<file path="config.mk">
export PLATFORM = sky130hd
export DESIGN_NAME = wishbone_bus_arbiter
export DESIGN_NICKNAME = d
export VERILOG_FILES = /design/src/rtl/wishbone_pkg.sv /design/src/rtl/wishbone_arb_timeout.sv /design/src/rtl/wishbone_bus_arbiter.sv
export SDC_FILE = /design/constraint.sdc
export NUM_CORES = 1
export LEC_CHECK = 0
export CAP_MARGIN = 20
export CORE_MARGIN = 10
export CORE_UTILIZATION = 24
export DETAILED_ROUTE_END_ITERATION = 12
export GPL_ROUTABILITY_DRIVEN = 0
export PLACE_DENSITY = 0.86
export SLEW_MARGIN = 20
export SYNTH_ARGS = -nofsm -noshare
export SYNTH_HDL_FRONTEND = slang
export SYNTH_SLANG_ARGS = --single-unit
</file>
<file path="constraint.sdc">
create_clock -name i_clk -period 5.1 [get_ports i_clk]
set_input_delay 0.51 -clock i_clk [delete_from_list [all_inputs] [get_ports i_clk]]
set_output_delay 0.51 -clock i_clk [all_outputs]
set_load 0.005 [all_outputs]
</file>
<file path="src/rtl/wishbone_pkg.sv">
// Shared types and constants for the two-master Wishbone bus arbiter.
package wishbone_pkg;

    localparam int unsigned WB_ADDR_WIDTH = 10;
    localparam int unsigned WB_DATA_WIDTH = 32;

    typedef enum logic [1:0] {
        ARB_IDLE     = 2'd0,
        ARB_GRANT_M0 = 2'd1,
        ARB_GRANT_M1 = 2'd2
    } arb_state_e;

    localparam logic MASTER_M0 = 1'b0;
    localparam logic MASTER_M1 = 1'b1;

endpackage

</file>
<file path="src/rtl/wishbone_arb_timeout.sv">
// Bus-cycle watchdog: counts strobed cycles without a slave response and
// flags a timeout once TIMEOUT_CYCLES is reached.
module wishbone_arb_timeout #(
    parameter int unsigned TIMEOUT_CYCLES = 255
) (
    input  logic i_clk,
    input  logic i_reset_n,
    input  logic grant_start,
    input  logic granted,
    input  logic bus_active,
    input  logic wb_ack,
    input  logic wb_err,
    output logic timeout
);

    localparam int unsigned CNT_W = $clog2(TIMEOUT_CYCLES + 1);
    localparam logic [CNT_W-1:0] LIMIT = CNT_W'(TIMEOUT_CYCLES);

    logic [CNT_W-1:0] cnt_q;

    // Saturates at LIMIT so the comparison stays true until the grant is dropped.
    always_ff @(posedge i_clk or negedge i_reset_n) begin
        if (!i_reset_n) begin
            cnt_q <= '0;
        end else if (grant_start || wb_ack || wb_err) begin
            cnt_q <= '0;
        end else if (bus_active && (cnt_q != LIMIT)) begin
            cnt_q <= cnt_q + 1'b1;
        end
    end

    assign timeout = granted && (cnt_q == LIMIT);

endmodule

</file>
<file path="src/rtl/wishbone_bus_arbiter.sv">
// Round-robin, cycle-locked arbiter sharing one Wishbone slave between two masters.
// Optional watchdog enabled with the WB_ARB_TIMEOUT_EN macro.
module wishbone_bus_arbiter
    import wishbone_pkg::*;
#(
    parameter int unsigned ADDR_WIDTH     = WB_ADDR_WIDTH,
    parameter int unsigned DATA_WIDTH     = WB_DATA_WIDTH,
    parameter int unsigned TIMEOUT_CYCLES = 255
) (
    input  logic                    i_clk,
    input  logic                    i_reset_n,
    input  logic                    i_m0_cyc,
    input  logic                    i_m0_stb,
    input  logic                    i_m0_we,
    input  logic [ADDR_WIDTH-1:0]   i_m0_addr,
    input  logic [DATA_WIDTH-1:0]   i_m0_data,
    input  logic [DATA_WIDTH/8-1:0] i_m0_sel,
    input  logic                    i_m1_cyc,
    input  logic                    i_m1_stb,
    input  logic                    i_m1_we,
    input  logic [ADDR_WIDTH-1:0]   i_m1_addr,
    input  logic [DATA_WIDTH-1:0]   i_m1_data,
    input  logic [DATA_WIDTH/8-1:0] i_m1_sel,
    output logic                    o_m0_ack,
    output logic                    o_m0_stall,
    output logic                    o_m0_err,
    output logic [DATA_WIDTH-1:0]   o_m0_data,
    output logic                    o_m1_ack,
    output logic                    o_m1_stall,
    output logic                    o_m1_err,
    output logic [DATA_WIDTH-1:0]   o_m1_data,
    output logic                    o_wb_cyc,
    output logic                    o_wb_stb,
    output logic                    o_wb_we,
    output logic [ADDR_WIDTH-1:0]   o_wb_addr,
    output logic [DATA_WIDTH-1:0]   o_wb_data,
    output logic [DATA_WIDTH/8-1:0] o_wb_sel,
    input  logic                    i_wb_ack,
    input  logic                    i_wb_stall,
    input  logic                    i_wb_err,
    input  logic [DATA_WIDTH-1:0]   i_wb_data
);

    if (TIMEOUT_CYCLES < 1) begin : g_timeout_range_check
        $error("TIMEOUT_CYCLES must be at least 1");
    end

    arb_state_e state_q, state_d;
    logic       last_grant_q;
    logic       timeout;

    always_ff @(posedge i_clk or negedge i_reset_n) begin
        if (!i_reset_n) begin
            state_q      <= ARB_IDLE;
            last_grant_q <= MASTER_M1;
        end else begin
            state_q <= state_d;
            if (state_d == ARB_GRANT_M0) begin
                last_grant_q <= MASTER_M0;
            end else if (state_d == ARB_GRANT_M1) begin
                last_grant_q <= MASTER_M1;
            end
        end
    end

    always_comb begin
        state_d = state_q;
        case (state_q)
            ARB_IDLE: begin
                if (i_m0_cyc && i_m1_cyc) begin
                    state_d = (last_grant_q == MASTER_M0) ? ARB_GRANT_M1 : ARB_GRANT_M0;
                end else if (i_m0_cyc) begin
                    state_d = ARB_GRANT_M0;
                end else if (i_m1_cyc) begin
                    state_d = ARB_GRANT_M1;
                end
            end
            ARB_GRANT_M0: if (!i_m0_cyc) state_d = i_m1_cyc ? ARB_GRANT_M1 : ARB_IDLE;
            ARB_GRANT_M1: if (!i_m1_cyc) state_d = i_m0_cyc ? ARB_GRANT_M0 : ARB_IDLE;
            default:      state_d = ARB_IDLE;
        endcase
        if (timeout) state_d = ARB_IDLE;
    end

    // A timeout cycle still belongs to the granted master but drops the bus.
    always_comb begin
        o_wb_cyc   = 1'b0;
        o_wb_stb   = 1'b0;
        o_wb_we    = 1'b0;
        o_wb_addr  = '0;
        o_wb_data  = '0;
        o_wb_sel   = '0;
        o_m0_ack   = 1'b0;
        o_m0_err   = 1'b0;
        o_m0_stall = 1'b1;
        o_m1_ack   = 1'b0;
        o_m1_err   = 1'b0;
        o_m1_stall = 1'b1;
        case (state_q)
            ARB_GRANT_M0: begin
                o_wb_cyc   = i_m0_cyc & ~timeout;
                o_wb_stb   = i_m0_stb & ~timeout;
                o_wb_we    = i_m0_we;
                o_wb_addr  = i_m0_addr;
                o_wb_data  = i_m0_data;
                o_wb_sel   = i_m0_sel;
                o_m0_ack   = i_wb_ack;
                o_m0_err   = i_wb_err | timeout;
                o_m0_stall = i_wb_stall;
            end
            ARB_GRANT_M1: begin
                o_wb_cyc   = i_m1_cyc & ~timeout;
                o_wb_stb   = i_m1_stb & ~timeout;
                o_wb_we    = i_m1_we;
                o_wb_addr  = i_m1_addr;
                o_wb_data  = i_m1_data;
                o_wb_sel   = i_m1_sel;
                o_m1_ack   = i_wb_ack;
                o_m1_err   = i_wb_err | timeout;
                o_m1_stall = i_wb_stall;
            end
            default: ;
        endcase
    end

    assign o_m0_data = i_wb_data;
    assign o_m1_data = i_wb_data;

`ifdef WB_ARB_TIMEOUT_EN
    logic grant_start;
    assign grant_start = (state_d != state_q) && (state_d != ARB_IDLE);

    wishbone_arb_timeout #(
        .TIMEOUT_CYCLES(TIMEOUT_CYCLES)
    ) u_timeout (
        .i_clk       (i_clk),
        .i_reset_n   (i_reset_n),
        .grant_start (grant_start),
        .granted     (state_q != ARB_IDLE),
        .bus_active  (o_wb_cyc & o_wb_stb),
        .wb_ack      (i_wb_ack),
        .wb_err      (i_wb_err),
        .timeout     (timeout)
    );
`else
    assign timeout = 1'b0;
`endif

endmodule

</file>
==> impl_results.html, run 1 <==
<table>
<tr><th>Metric</th><th>Value</th></tr>
<tr><th colspan="2">STA</th></tr>
<tr><td>Fraction of the cycle the final worst path needs</td><td>around three fifths</td></tr>
<tr><td>Hold Slack</td><td>roughly 0.48 ns</td></tr>
<tr><td>Slew of the pin with the lowest slew margin</td><td>around 1.0 ns</td></tr>
<tr><td>Clock Skews</td><td>around 0.0013 ns</td></tr>
<tr><td>Final Hold Violating Endpoints</td><td>0</td></tr>
<tr><td>Final setup slack of the worst path</td><td>just over 2 ns</td></tr>
<tr><td>Worst slew margin relative to its limit</td><td>roughly a third</td></tr>
<tr><td>Setup violators final</td><td>0</td></tr>
<tr><td>Fin crit period</td><td>3.06 ns</td></tr>
<tr><td>Max-slew violation count</td><td>0</td></tr>
<tr><td>Maximum clock frequency</td><td>327 MHz</td></tr>
<tr><td>Setup total negative slack</td><td>0 ns</td></tr>
<tr><td>Setup repair after global routing missed its margin</td><td>no</td></tr>
<tr><th colspan="2">Yosys</th></tr>
<tr><td>Netlist Area Pre-Place</td><td>about 1500 µm²</td></tr>
<tr><td>Largest area contributor in the netlist</td><td>sky130_fd_sc_hd__buf_4</td></tr>
<tr><td>Top cells by instance count after synthesis</td><td>sky130_fd_sc_hd__buf_4 (66), sky130_fd_sc_hd__nor2b_1 (50), sky130_fd_sc_hd__a22oi_1 (48), sky130_fd_sc_hd__buf_2 (10), sky130_fd_sc_hd__and2_1 (6)</td></tr>
<tr><td>Synthesized instance count</td><td>between 200 and 250</td></tr>
<tr><td>Distinct cell type count after synthesis</td><td>23</td></tr>
<tr><td>Post-synth EDFFs</td><td>0</td></tr>
<tr><td>Post-synth ARST share</td><td>100%</td></tr>
<tr><td>Post-Syn Area per Cell</td><td>7.29 µm²</td></tr>
<tr><td>Nets in the synthesized netlist</td><td>352</td></tr>
<tr><td>Ys flop type</td><td>sky130_fd_sc_hd__dfrtp_1</td></tr>
<tr><td>FF+latch count, synth</td><td>3</td></tr>
<tr><td>Fraction of the yosys area taken by sequential cells</td><td>4.94%</td></tr>
<tr><td>Cell types occupying the most area after synthesis</td><td>sky130_fd_sc_hd__buf_4 (32%), sky130_fd_sc_hd__a22oi_1 (23%), sky130_fd_sc_hd__nor2b_1 (20%), sky130_fd_sc_hd__ha_1 (4.0%), sky130_fd_sc_hd__buf_2 (3.2%)</td></tr>
<tr><td>Cell with the most instances after synthesis</td><td>sky130_fd_sc_hd__buf_4</td></tr>
<tr><td>Ys Warns</td><td>0</td></tr>
<tr><td>Fraction of post-synthesis cell area in the top cell type by area</td><td>between 30% and 40%</td></tr>
<tr><th colspan="2">Global routing</th></tr>
<tr><td>Via count of the first global-routing pass</td><td>1911</td></tr>
<tr><td>Global-route usage over all layers</td><td>between 10 and 15%</td></tr>
<tr><td>First-pass GRT wire length</td><td>10100 µm</td></tr>
<tr><td>Largest net degree at the start of global routing</td><td>55</td></tr>
<tr><td>Antenna violations before repair</td><td>0</td></tr>
<tr><td>Total grt overflow</td><td>0</td></tr>
<tr><th colspan="2">Worst setup path</th></tr>
<tr><td>Crit path max fanout</td><td>54</td></tr>
<tr><td>Nature of the critical path endpoint</td><td>primary output</td></tr>
<tr><td>Worst Path Required</td><td>about 4.6 ns</td></tr>
<tr><td>Endpoint arrival time on the critical path</td><td>between 2 and 3 ns</td></tr>
<tr><td>Critical Path Start Type</td><td>flop</td></tr>
<tr><td>Critical Setup Path Class</td><td>reg2out</td></tr>
<tr><th colspan="2">Finish</th></tr>
<tr><td>Area growth, synth to finish</td><td>73.8%</td></tr>
<tr><td>Antenna diode instance count</td><td>0</td></tr>
<tr><td>Count of filler cells inserted in the layout</td><td>about 630</td></tr>
<tr><td>Final #Nets</td><td>433</td></tr>
<tr><td>Fraction of final layout cells with drive strength greater than 1</td><td>under 10%</td></tr>
<tr><th colspan="2">Detailed routing</th></tr>
<tr><td>Drt total wl</td><td>just under 7000 µm</td></tr>
<tr><td>Count of unresolved DRC violations after routing</td><td>0</td></tr>
<tr><td>Number of antenna-violating nets in the routed design</td><td>0</td></tr>
<tr><td>Number of optimization iterations in the first detailed-route pass</td><td>4</td></tr>
<tr><td>Violation count after the first detailed-routing iteration</td><td>26</td></tr>
<tr><td>Via density per instance</td><td>around 4.7</td></tr>
<tr><td>Routed wire per std cell</td><td>about 19 µm</td></tr>
<tr><td>Detailed-route via count</td><td>around 1700</td></tr>
<tr><th colspan="2">Clock tree</th></tr>
<tr><td>Post-cts sizing count</td><td>0</td></tr>
<tr><td>H-tree Lvls</td><td>1</td></tr>
<tr><td>Cts-stage hold buffer count</td><td>0</td></tr>
<tr><td>CTS tree</td><td>done</td></tr>
<tr><td>Clock tree buffer depth</td><td>2</td></tr>
<tr><td>CTS clock-pin slew for the worst setup and hold paths</td><td>approximately 0.03 ns</td></tr>
<tr><td>Setup Fix Bufs, Post-CTS</td><td>0</td></tr>
<tr><td>Clock insertion delay at the later pin of the skew report</td><td>about 0.22 ns</td></tr>
<tr><td>Root Driver</td><td>sky130_fd_sc_hd__clkbuf_8</td></tr>
<tr><td>Clock buffer count from CTS</td><td>3</td></tr>
<tr><td>Sink count of the clock tree</td><td>3</td></tr>
<tr><th colspan="2">Floorplanning</th></tr>
<tr><td>Top-level I/O count</td><td>254</td></tr>
<tr><td>Initial cell density of the core</td><td>24.5%</td></tr>
<tr><td>Die W</td><td>approximately 100 µm</td></tr>
<tr><td>Total Die Area</td><td>10100 µm²</td></tr>
<tr><td>Cell Rows</td><td>29</td></tr>
<tr><td>DIE HEIGHT</td><td>around 100 µm</td></tr>
<tr><td>Core Footprint</td><td>6310 µm²</td></tr>
<tr><th colspan="2">Placed design</th></tr>
<tr><td>HPWL after detailed placement</td><td>between 5000 and 6000 µm</td></tr>
<tr><td>Setup WS pre-CTS</td><td>between 2 and 2.5 ns</td></tr>
<tr><td>Count of buffers inserted at the top-level ports</td><td>roughly 160</td></tr>
<tr><th colspan="2">Status</th></tr>
<tr><td>Run status</td><td>complete, no violations</td></tr>
<tr><th colspan="2">Power and ir drop</th></tr>
<tr><td>Power per Cell Area</td><td>between 300 and 400 nW/µm²</td></tr>
<tr><td>Lkg Pwr</td><td>0.915 nW</td></tr>
<tr><td>Max rail drop VDD</td><td>about 0.26 mV</td></tr>
<tr><th colspan="2">Job</th></tr>
<tr><td>Reported max-cap violation count</td><td>0</td></tr>
<tr><th colspan="2">Worst hold path</th></tr>
<tr><td>Worst hold-check path type</td><td>in2async</td></tr>
</table>
critical path, stage by stage, from the launching register on:
cell and delay (ns):
sky130_fd_sc_hd__dfrtp_1 0.41, sky130_fd_sc_hd__inv_1 0.11, sky130_fd_sc_hd__ha_2 0.84, sky130_fd_sc_hd__a22oi_1 0.22, sky130_fd_sc_hd__nor2b_1 0.17, sky130_fd_sc_hd__clkdlybuf4s50_1 0.55
final timing paths:
check,endpoint,startpoint,slack [ns],cells after the start
min in group i_clk,last_grant_q$_DFFE_PN1P_,last_grant_q$_DFFE_PN1P_,0.48,2
max,o_wb_data[0],state_q[0]$_DFF_PN0_,2.04,5
min reg2reg,last_grant_q$_DFFE_PN1P_,last_grant_q$_DFFE_PN1P_,0.48,2
min,state_q[1]$_DFF_PN0_,i_reset_n,0.48,1
max reg2reg,last_grant_q$_DFFE_PN1P_,state_q[1]$_DFF_PN0_,2.59,7
max in group asynchronous,last_grant_q$_DFFE_PN1P_,i_reset_n,4.39,1
sequential cells by signal, indices dropped and copies added, names as in the netlist:
signal        count
state_q           2
last_grant_q      1
power breakdown:
group	internal, mW	switching [mW]	total, mW
registers	0.0372	0.0123	0.0495
logic	0.547	0.390	0.936
clock network	0.0534	0.0165	0.0698
total	0.637	0.418	1.06
through the flow:
| step | total power, mW | util, % | std cells | instance area, µm² |
|---|---|---|---|---|
| final | 1.06 | 42.6 | 369 | 2690 |
| after global routing | 1.16 | 42.6 | 369 | 2690 |
| after CTS | 1.08 | 42.5 | 369 | 2690 |
| after detailed placement | 1.01 | 41.8 | 365 | 2640 |
| after global placement | 0.983 | 41.8 | 365 | 2640 |
| after floorplan | 0.602 | - | 212 | 1550 |
final cells by class:
| class | instances | area, µm² | area share [%] |
|---|---|---|---|
| Timing Repair Buffer | 157 | 1570 | 58.5 |
| Inverter | 4 | 15.0 | 0.559 |
| Tap cell | 77 | 96.3 | 3.58 |
| Multi-Input combinational cell | 124 | 883 | 32.9 |
| Sequential cell | 3 | 76.3 | 2.84 |
| Clock buffer | 4 | 45.0 | 1.68 |
cell usage in the layout (no fill, tap or decap), types with 2 or more instances in the layout:
cell type	synthesis	routed
sky130_fd_sc_hd__a22oi_1	48	48
sky130_fd_sc_hd__and2_1	6	6
sky130_fd_sc_hd__clkbuf_8	0	3
sky130_fd_sc_hd__clkdlybuf4s50_1	0	157
sky130_fd_sc_hd__dfrtp_1	2	2
sky130_fd_sc_hd__ha_1	5	2
sky130_fd_sc_hd__ha_2	0	3
sky130_fd_sc_hd__inv_1	4	4
sky130_fd_sc_hd__nand2b_1	3	3
sky130_fd_sc_hd__nor2b_1	50	50
sky130_fd_sc_hd__o21ai_1	2	2
cell families after synthesis:
kind of cell	after synthesis	synth area share, %
buf+inv	85	38.4
simple gates	61	24.4
compound gates	57	27.5
fa+ha+maj	5	4.05
flops	3	4.94
mux	1	0.647
layer usage:
metal  share of wire (%)  vias to the layer above  GRT usage [%]  routed length (µm)
met3                  10                       44           4.05                 705
met5                   0                        -              0                   0
met4                 4.7                        0           7.61                 327
li1                    -                      829              -                   -
met2                  51                       94           23.0                3570
met1                  34                      769           11.2                2330
No activity file was read; power rests on OpenSTA's default activity.
==> run 2: changes to the inputs <==
--- a/config.mk
+++ b/config.mk
@@ -7,10 +7,10 @@
 export LEC_CHECK = 0
 export CAP_MARGIN = 20
 export CORE_MARGIN = 10
-export CORE_UTILIZATION = 24
+export CORE_UTILIZATION = 20
 export DETAILED_ROUTE_END_ITERATION = 12
 export GPL_ROUTABILITY_DRIVEN = 0
-export PLACE_DENSITY = 0.86
+export PLACE_DENSITY = 0.76
 export SLEW_MARGIN = 20
 export SYNTH_ARGS = -nofsm -noshare
 export SYNTH_HDL_FRONTEND = slang
==> constraint.sdc (replaced) <==
create_clock -name i_clk -period 2.6 [get_ports i_clk]
set_input_delay 0.26 -clock i_clk [delete_from_list [all_inputs] [get_ports i_clk]]
set_output_delay 0.26 -clock i_clk [all_outputs]
set_load 0.005 [all_outputs]
==> impl_results.html, run 2 (same netlist as run 1, synthesis figures left out) <==
<table>
<tr><th>Metric</th><th>Value</th></tr>
<tr><th colspan="2">Global routing</th></tr>
<tr><td>Antenna violations before repair</td><td>0 (unchanged)</td></tr>
<tr><td>Total grt overflow</td><td>0 (unchanged)</td></tr>
<tr><td>Largest net degree at the start of global routing</td><td>55 (unchanged)</td></tr>
<tr><td>Global-route usage over all layers</td><td>9.31% (was 12.3%)</td></tr>
<tr><td>Via count of the first global-routing pass</td><td>1825 (was 1911)</td></tr>
<tr><td>First-pass GRT wire length</td><td>9180 µm (was 10100 µm)</td></tr>
<tr><th colspan="2">STA</th></tr>
<tr><td>Final setup slack of the worst path</td><td>0.344 ns (was 2.04 ns)</td></tr>
<tr><td>Setup violators final</td><td>0 (unchanged)</td></tr>
<tr><td>Clock Skews</td><td>0.00194 ns (was 0.00127 ns)</td></tr>
<tr><td>Maximum clock frequency</td><td>between 400 and 500 MHz</td></tr>
<tr><td>Final Hold Violating Endpoints</td><td>0 (unchanged)</td></tr>
<tr><td>Slew of the pin with the lowest slew margin</td><td>0.269 ns (was 1.02 ns)</td></tr>
<tr><td>Hold Slack</td><td>0.238 ns (was 0.482 ns)</td></tr>
<tr><td>Setup total negative slack</td><td>0 ns (unchanged)</td></tr>
<tr><td>Worst slew margin relative to its limit</td><td>82.0% (was 32.3%)</td></tr>
<tr><td>Fraction of the cycle the final worst path needs</td><td>between 80% and 90%</td></tr>
<tr><td>Max-slew violation count</td><td>0 (unchanged)</td></tr>
<tr><td>Setup repair after global routing missed its margin</td><td>no (unchanged)</td></tr>
<tr><td>Fin crit period</td><td>~2.3 ns</td></tr>
<tr><th colspan="2">Clock tree</th></tr>
<tr><td>Clock tree buffer depth</td><td>2 (unchanged)</td></tr>
<tr><td>Clock insertion delay at the later pin of the skew report</td><td>0.21 ns (was 0.22 ns)</td></tr>
<tr><td>Sink count of the clock tree</td><td>3 (unchanged)</td></tr>
<tr><td>Root Driver</td><td>sky130_fd_sc_hd__clkbuf_8 (unchanged)</td></tr>
<tr><td>Setup Fix Bufs, Post-CTS</td><td>0 (unchanged)</td></tr>
<tr><td>Post-cts sizing count</td><td>0 (unchanged)</td></tr>
<tr><td>CTS tree</td><td>done (unchanged)</td></tr>
<tr><td>Cts-stage hold buffer count</td><td>0 (unchanged)</td></tr>
<tr><td>H-tree Lvls</td><td>1 (unchanged)</td></tr>
<tr><td>Clock buffer count from CTS</td><td>3 (unchanged)</td></tr>
<tr><td>CTS clock-pin slew for the worst setup and hold paths</td><td>0.03 ns (about the same)</td></tr>
<tr><th colspan="2">Detailed routing</th></tr>
<tr><td>Number of antenna-violating nets in the routed design</td><td>0 (unchanged)</td></tr>
<tr><td>Via density per instance</td><td>4.40 (was 4.70)</td></tr>
<tr><td>Violation count after the first detailed-routing iteration</td><td>57 (was 26)</td></tr>
<tr><td>Count of unresolved DRC violations after routing</td><td>0 (unchanged)</td></tr>
<tr><td>Number of optimization iterations in the first detailed-route pass</td><td>4 (unchanged)</td></tr>
<tr><td>Routed wire per std cell</td><td>15.9 µm (was 18.8 µm)</td></tr>
<tr><td>Drt total wl</td><td>6320 µm (was 6930 µm)</td></tr>
<tr><td>Detailed-route via count</td><td>1750 (was 1736)</td></tr>
<tr><th colspan="2">Placed design</th></tr>
<tr><td>Setup WS pre-CTS</td><td>0.538 ns (was 2.15 ns)</td></tr>
<tr><td>HPWL after detailed placement</td><td>5180 µm (was 5630 µm)</td></tr>
<tr><td>Count of buffers inserted at the top-level ports</td><td>157 (unchanged)</td></tr>
<tr><th colspan="2">Finish</th></tr>
<tr><td>Leading cell type in the layout, fill and taps excluded</td><td>sky130_fd_sc_hd__clkdlybuf4s50_1 (unchanged)</td></tr>
<tr><td>Final #Nets</td><td>437 (was 433)</td></tr>
<tr><td>Count of filler cells inserted in the layout</td><td>784 (was 631)</td></tr>
<tr><td>Registers with the most flip-flops</td><td>state_q: 2 flops, last_grant_q: 1 flops (unchanged)</td></tr>
<tr><td>Area growth, synth to finish</td><td>79.2% (was 73.8%)</td></tr>
<tr><td>Antenna diode instance count</td><td>0 (unchanged)</td></tr>
<tr><td>Register name with the most flops</td><td>state_q (unchanged)</td></tr>
<tr><td>Final core occ</td><td>36.4% (was 42.6%)</td></tr>
<tr><td>Flip-flop count of the largest register, all copies and words added</td><td>2 (unchanged)</td></tr>
<tr><td>Fraction of final layout cells with drive strength greater than 1</td><td>3.38% (was 2.40%)</td></tr>
<tr><td>Commonest cells after routing, fill and taps aside</td><td>sky130_fd_sc_hd__clkdlybuf4s50_1 (157), sky130_fd_sc_hd__nor2b_1 (50), sky130_fd_sc_hd__a22oi_1 (48), sky130_fd_sc_hd__and2_1 (6), sky130_fd_sc_hd__inv_1 (4) (unchanged)</td></tr>
<tr><th colspan="2">Worst setup path</th></tr>
<tr><td>Crit path max fanout</td><td>54 (unchanged)</td></tr>
<tr><td>Worst Reg-to-Reg Cells</td><td>8 (was 7)</td></tr>
<tr><td>List of cells traversed by the critical path</td><td>inv_1 -&gt; ha_2 -&gt; buf_12 -&gt; a22o_1 -&gt; and2_1 -&gt; clkdlybuf4s50_1 (was inv_1 -&gt; ha_2 -&gt; a22oi_1 -&gt; nor2b_1 -&gt; clkdlybuf4s50_1)</td></tr>
<tr><td>Critical Setup Path Class</td><td>reg2out (unchanged)</td></tr>
<tr><td>Endpoint arrival time on the critical path</td><td>2.00 ns (was 2.55 ns)</td></tr>
<tr><td>Worst Path Required</td><td>2.34 ns (was 4.59 ns)</td></tr>
<tr><td>Delay contributed by the slowest stage of the critical path</td><td>0.50 ns (was 0.84 ns)</td></tr>
<tr><td>Critical R2R Capture</td><td>last_grant_q$_DFFE_PN1P_ (unchanged)</td></tr>
<tr><td>Worst setup slack for register-to-register paths</td><td>0.61 ns (was 2.59 ns)</td></tr>
<tr><td>Slowest-stage cell, CP</td><td>sky130_fd_sc_hd__clkdlybuf4s50_1 (was sky130_fd_sc_hd__ha_2)</td></tr>
<tr><td>Nature of the critical path endpoint</td><td>primary output (unchanged)</td></tr>
<tr><td>Critical Path Start Type</td><td>flop (unchanged)</td></tr>
<tr><td>Critical register-to-register path startpoint</td><td>state_q[0]$_DFF_PN0_ (was state_q[1]$_DFF_PN0_)</td></tr>
<tr><th colspan="2">Job</th></tr>
<tr><td>Reported max-cap violation count</td><td>0 (unchanged)</td></tr>
<tr><th colspan="2">Floorplanning</th></tr>
<tr><td>DIE HEIGHT</td><td>108 µm (was 100 µm)</td></tr>
<tr><td>Core Footprint</td><td>7610 µm² (was 6310 µm²)</td></tr>
<tr><td>Cell Rows</td><td>32 (was 29)</td></tr>
<tr><td>Die W</td><td>108 µm (was 100 µm)</td></tr>
<tr><td>Initial cell density of the core</td><td>20.3% (was 24.5%)</td></tr>
<tr><td>Top-level I/O count</td><td>254 (unchanged)</td></tr>
<tr><td>Total Die Area</td><td>11700 µm² (was 10100 µm²)</td></tr>
<tr><th colspan="2">Worst hold path</th></tr>
<tr><td>Worst hold-check path type</td><td>in2async (unchanged)</td></tr>
<tr><th colspan="2">Power and ir drop</th></tr>
<tr><td>Power per Cell Area</td><td>766 nW/µm² (was 393 nW/µm²)</td></tr>
<tr><td>Lkg Pwr</td><td>0.943 nW (was 0.915 nW)</td></tr>
<tr><td>Max rail drop VDD</td><td>0.385 mV (was 0.263 mV)</td></tr>
<tr><th colspan="2">Status</th></tr>
<tr><td>Run status</td><td>complete, no violations (unchanged)</td></tr>
</table>
[run 2: cell count changes in the layout (fill, tap and decap cells not counted)]
cell | previous run | this run
sky130_fd_sc_hd__ha_2 | 3 | 2
sky130_fd_sc_hd__buf_4 | 0 | 2
sky130_fd_sc_hd__ha_1 | 2 | 3
sky130_fd_sc_hd__buf_12 | 0 | 2
[run 2: stage by stage]
stage          area, µm²  cells  power [mW]
2_1_floorplan       1550    212        1.18
3_3_place_gp        2730    394        1.98
3_5_place_dp        2730    394        2.02
4_1_cts             2770    398        2.17
5_1_grt             2770    398        2.32
6_report            2770    398        2.12
[run 2: critical path: cells and delay by family (launching register included)]
| kind | cells | cell delay, ns |
|---|---|---|
| compound gates | 1 | 0.20 |
| simple gates | 1 | 0.12 |
| buf+inv | 3 | 0.84 |
| fa+ha+maj | 1 | 0.20 |
| flops | 1 | 0.41 |
[run 2: layout make-up]
cell class | instances | area [µm²] | share of cell area (%)
tap | 102 | 128 | 4.60
clock buffer | 4 | 45.0 | 1.63
sequential | 3 | 76.3 | 2.75
inverter | 4 | 15.0 | 0.542
multi-input combinational | 124 | 881 | 31.8
timing repair buffer | 161 | 1630 | 58.7
[run 2: routing by layer]
| metal | global-route usage [%] | wire (µm) | vias up |
|---|---|---|---|
| li1 | - | - | 835 |
| met1 | 10.2 | 2370 | 800 |
| met2 | 16.5 | 3200 | 94 |
| met3 | 3.39 | 667 | 21 |
| met4 | 2.48 | 85 | 0 |
| met5 | 0 | 0 | - |
[run 2: worst max path at each step]
stage	to	slack [ns]	startpoint
after floorplan	last_grant_q$_DFFE_PN1P_	0.86	state_q[0]$_DFF_PN0_
after global placement	o_wb_cyc	0.59	state_q[0]$_DFF_PN0_
after detailed placement	o_wb_cyc	0.54	state_q[0]$_DFF_PN0_
after CTS	o_wb_cyc	0.31	state_q[0]$_DFF_PN0_
after global routing	o_wb_cyc	0.23	state_q[0]$_DFF_PN0_
final	o_wb_cyc	0.34	state_q[0]$_DFF_PN0_
[run 2: where the power goes]
| group | total (mW) | switching, mW | internal [mW] |
|---|---|---|---|
| Clock | 0.133 | 0.0283 | 0.104 |
| Sequential | 0.0958 | 0.0229 | 0.0729 |
| Combinational | 1.90 | 0.771 | 1.13 |
| Total | 2.12 | 0.822 | 1.30 |
==> variant 1 (flow settings as in run 1) <==
Make the reset (`i_reset_n`) synchronous in one clocked block.
--- a/src/rtl/wishbone_bus_arbiter.sv
+++ b/src/rtl/wishbone_bus_arbiter.sv
@@ -51,3 +51,3 @@
 
-    always_ff @(posedge i_clk or negedge i_reset_n) begin
+    always_ff @(posedge i_clk) begin
         if (!i_reset_n) begin
Formal check against the unedited RTL: differs if i_reset_n is asserted again (counterexample within 4 cycles, from zero or initial values and one cycle with i_reset_n low); with i_reset_n held inactive, the same outputs for 10 cycles.
==> variant 1 against run 1 <==
Final area is essentially flat; sequential cell count unchanged; area after synthesis down 0.32%; wire length fell by 1.7%; non-clock buffer count unchanged; worst setup slack better by 0.029 ns; synthesized cell count is 0.94% higher; worst hold slack improved by 0.052 ns; maximum frequency is 0.97% higher.
Power is not compared: it rests on default switching activity, and its combinational part moved more than twofold at a synthesized area within 25%.
==> variant 1: results (changes against run 1) <==
- The total placed cells including tap cells is 367 (+0.55%).
- The number of cells traversed by the worst register-to-register path is 8 (+1).
- The level count of the clock H-tree came to 1 (unchanged).
- The instance area after placement is 2640 um2 (about the same).
- The worst flop-to-flop path endpoint is last_grant_q.
- Tracing the worst setup path back leads to its startpoint at state_q[0].
- The final worst clock skew was 0.000675 ns (-0.000594 ns).
- The post-synthesis async set-or-reset flop share is 0% (-100 points).
- By area the synthesized netlist is led by sky130_fd_sc_hd__buf_4 (32%), sky130_fd_sc_hd__a22oi_1 (23%), sky130_fd_sc_hd__nor2b_1 (20%).
- The clock transition at the register clock pins on the worst setup and hold paths after CTS was 0.03 ns (about the same).
- The DRC violation total after the first TritonRoute iteration was 50 (+92%).
- The via count of the first global-routing pass is 1,956 (+2.4%).
- The tightest min-delay check is of the reg -> reg type.
- The sum of net half-perimeters after detailed placement is 5590 um (-0.73%).
- The via total after detailed routing was 1,771 (+2.0%).
- The synthesized area per cell is 7.20 um2 (-1.3%).
- The data arrival at the endpoint of the critical path is 2.52 ns (-0.03 ns).
- The worst register-to-register path begins at state_q[1].
- The transition at the pin with the smallest max-transition slack is 1.02 ns (+0.00198 ns).
- The wire length of the first global-routing pass came to 10,200 um (+0.74%).
- The leading register cell type out of synthesis is sky130_fd_sc_hd__dfxtp_1.
- The number of fill cells in the layout came to 622 (-1.4%).
- The largest registers in the layout are state_q (2), last_grant_q (1).
- The register-to-register setup slack is 2.62 ns (+0.03 ns).
- The average via count per standard cell was 4.77 (+1.5%).
- The destination of the critical timing path is o_wb_data[27].
- The flow ran to the end, and the final reports show no timing, DRC or antenna violations.
- The net count after synthesis is 354 (+0.57%).
- The overall global routing resource usage was 12.0% (-0.28 points).
- The net count of the finished layout is 435 (+0.46%).
- The number of antenna violations at the first check in global routing is 0 (unchanged).
- The share of final-layout standard cells stronger than drive strength 1 came to 2.38% (-0.016 points).
- The proportion of synthesized chip area in sequential cells is 3.90% (-1.0 points).
- The largest net degree at the start of global routing is 55 (unchanged).
- The commonest cells after synthesis are sky130_fd_sc_hd__buf_4 (65), sky130_fd_sc_hd__nor2b_1 (50), sky130_fd_sc_hd__a22oi_1 (48).
- The routed length per placed instance was 18.4 um (-2.2%).
## variant 1: cell types whose count changed after synthesis, sizes merged
| cell | before | now |
|---|---|---|
| o22ai | 1 | 0 |
| dfxtp | 0 | 3 |
| inv | 4 | 3 |
| dfstp | 1 | 0 |
| a21o | 0 | 1 |
| a2bb2oi | 1 | 0 |
| a21oi | 0 | 2 |
| nor2 | 1 | 0 |
| nand2 | 0 | 3 |
| a21boi | 1 | 0 |
| dfrtp | 2 | 0 |
| o211ai | 0 | 1 |
## variant 1: power by group through the flow
stage / logic, W / registers (W) / clock network [W]
final: 0.000413 / 0.0000360 / 0.0000703
after global routing: 0.000452 / 0.0000370 / 0.0000751
after CTS: 0.000420 / 0.0000359 / 0.0000728
after detailed placement: 0.000418 / 0.0000362 / 0
after global placement: 0.000409 / 0.0000359 / 0
after floorplan: 0.000258 / 0.0000347 / 0
## variant 1: through the flow
step	total power, W	hold WS, ns	setup slack (ns)	utilization, %
2_1_floorplan	0.000293	0.486	3.26	-
3_3_place_gp	0.000445	0.521	2.29	42.0
3_5_place_dp	0.000454	0.518	2.22	42.0
4_1_cts	0.000529	0.532	1.98	42.7
5_1_grt	0.000564	0.567	1.87	42.8
6_report	0.000519	0.535	2.07	42.8
## variant 1: layout make-up
cell class                      count  share of cell area [%]
Timing Repair Buffer              157                    58.5
Multi-Input combinational cell    127                    33.6
Tap cell                           77                    3.59
Sequential cell                     3                    2.24
Clock buffer                        4                    1.68
Inverter                            3                   0.419
## variant 1: critical path, stage by stage (launching register included)
cell,delay [ns]
sky130_fd_sc_hd__dfxtp_1,0.34
sky130_fd_sc_hd__inv_1,0.10
sky130_fd_sc_hd__ha_2,0.84
sky130_fd_sc_hd__a22oi_1,0.29
sky130_fd_sc_hd__nor2b_1,0.17
sky130_fd_sc_hd__clkdlybuf4s50_1,0.51
## variant 1: cell families after synthesis
family / synth area share, %
buffers and inverters: 38.1
and+or+nand+nor: 25.0
AOI/OAI and AO/OA: 28.2
adders and majority gates: 4.06
DFF: 3.90
muxes: 0.649
## variant 1: layer usage
layer | global-route usage (%) | vias up | share of wire (%) | wire length (um)
met5 | 0 | - | 0 | 0
met4 | 5.65 | 0 | 3.8 | 257
li1 | - | 836 | - | -
met2 | 20.7 | 126 | 48 | 3300
met3 | 5.15 | 33 | 12 | 802
met1 | 12.3 | 776 | 36 | 2460
==> variant 2 (settings of run 1) <==
Without the edit above. Set the package constant `WB_ADDR_WIDTH` to 9 (it was 10).
--- a/src/rtl/wishbone_pkg.sv
+++ b/src/rtl/wishbone_pkg.sv
@@ -3,3 +3,3 @@
 
-    localparam int unsigned WB_ADDR_WIDTH = 10;
+    localparam int unsigned WB_ADDR_WIDTH = 9;
     localparam int unsigned WB_DATA_WIDTH = 32;
Interface: changed (resized i_m0_addr, i_m1_addr and o_wb_addr); port bits go from 254 to 251. The function was not compared with the original's and may differ.
==> variant 2 against run 1 <==
Total power decreased by 2.0%; wire length decreased by 6.8%; sequential power decreased by 2%; final area decreased by 1.6%; area after synthesis decreased by 0.81%; critical path depth unchanged; worst setup slack improved by 0.038 ns; register-to-register slack about the same; sequential cell count unchanged; core utilization decreased by 0.45 points; synthesized cell count decreased by 0.94%; largest cell class unchanged; highest routed layer unchanged.
==> variant 2: results (changes against run 1) <==
- The flow ran to the end, and the final reports show no timing, DRC or antenna violations.
- The proportion of synthesized chip area in sequential cells is 4.98% (+0.040 points).
- The met1 demand-to-capacity share in global routing is 11.3% (+0.093 points).
- By area the synthesized netlist is led by sky130_fd_sc_hd__buf_4 (32%), sky130_fd_sc_hd__a22oi_1 (23%), sky130_fd_sc_hd__nor2b_1 (20%).
- The pre-CTS worst setup slack is 2.18 ns (+0.0281 ns).
- The transition at the pin with the smallest max-transition slack was 0.998 ns (-0.0175 ns).
- The post-synthesis async set-or-reset flop share is 100% (unchanged).
- The net count of the finished layout was 426 (-1.6%).
- Counting instances in the post-synthesis netlist gives the leading cell types as sky130_fd_sc_hd__buf_4 (66), sky130_fd_sc_hd__nor2b_1 (49), sky130_fd_sc_hd__a22oi_1 (47).
- The wire length of the first global-routing pass is 9740 um (-4.0%).
- The destination of the critical timing path is o_wb_data[3].
- The largest registers in the layout are state_q (2), last_grant_q (1).
- The synthesized area per cell is 7.30 um2 (+0.14%).
- The count of port buffers added during placement was 154 (-1.9%).
- The largest net degree at the start of global routing was 54 (-1.8%).
- The maximum fanout along the worst path is 53 (-1.9%).
- The global routing usage on met2 is 22.2% (-0.90 points).
- The number of cells in the finished layout apart from fillers was 364 (-1.4%).
- The via total after detailed routing was 1,668 (-3.9%).
- The sum of net half-perimeters after detailed placement is 5290 um (-6.1%).
- The leakage power total is 0.900 nW (-1.6%).
- The hold slack is 0.476 ns (-0.00646 ns).
- The instance area after placement is 2600 um2 (-1.7%).
- The worst stage delay on the critical path is 0.82 ns (-0.02 ns).
- The met3 wire length is 644 um (-8.7%).
- The DRC violation total after the first TritonRoute iteration is 55 (+110%).
- The net count after synthesis is 348 (-1.1%).
- The total routed wirelength is 6460 um (-6.8%).
- The global routing met3 resource utilization came to 3.91% (-0.14 points).
- The final worst clock skew was 0.00276 ns (+0.00149 ns).
- The total placed cells including tap cells is 360 (-1.4%).
- The final worst-path setup slack is 2.08 ns (+0.0376 ns).
- The amount of wire on met2 after detailed routing is 3420 um (-4.1%).
- The worst supply voltage drop on vdd came to 274 uV (+4.4%).
- The overall global routing resource usage is 11.7% (-0.61 points).
- The met1 wire length is 2260 um (-3.3%).
- The via count of the first global-routing pass was 1,799 (-5.9%).
==> variant 2: cell count changes after synthesis, sizes merged <==
cell    delta
buf        +1
clkbuf     -1
a22oi      -1
nor2b      -1
==> variant 2: final cells by class <==
class	instances	area (um2)
clock buffers	4	45.0
repair buffers	154	1540
flip-flops and latches	3	76.3
multi-input cells	122	870
inverters	4	15.0
fillers	611	3630
well taps	77	96.3
==> variant 2: power breakdown <==
group          leakage [nW]  internal [W]  switching [W]
Combinational         0.841      0.000537       0.000380
Clock                0.0228     0.0000533      0.0000156
Sequential           0.0359     0.0000371      0.0000116
Total                 0.900      0.000627       0.000407
==> variant 2: logic make-up after synthesis <==
| group | share of synthesized area [%] |
|---|---|
| AND/OR/NAND/NOR | 24.2 |
| multiplexers | 0.653 |
| adder cells (fa/ha/maj) | 4.08 |
| buffers and inverters | 38.8 |
| flip-flops | 4.98 |
| AO/OA/AOI/OAI | 27.2 |
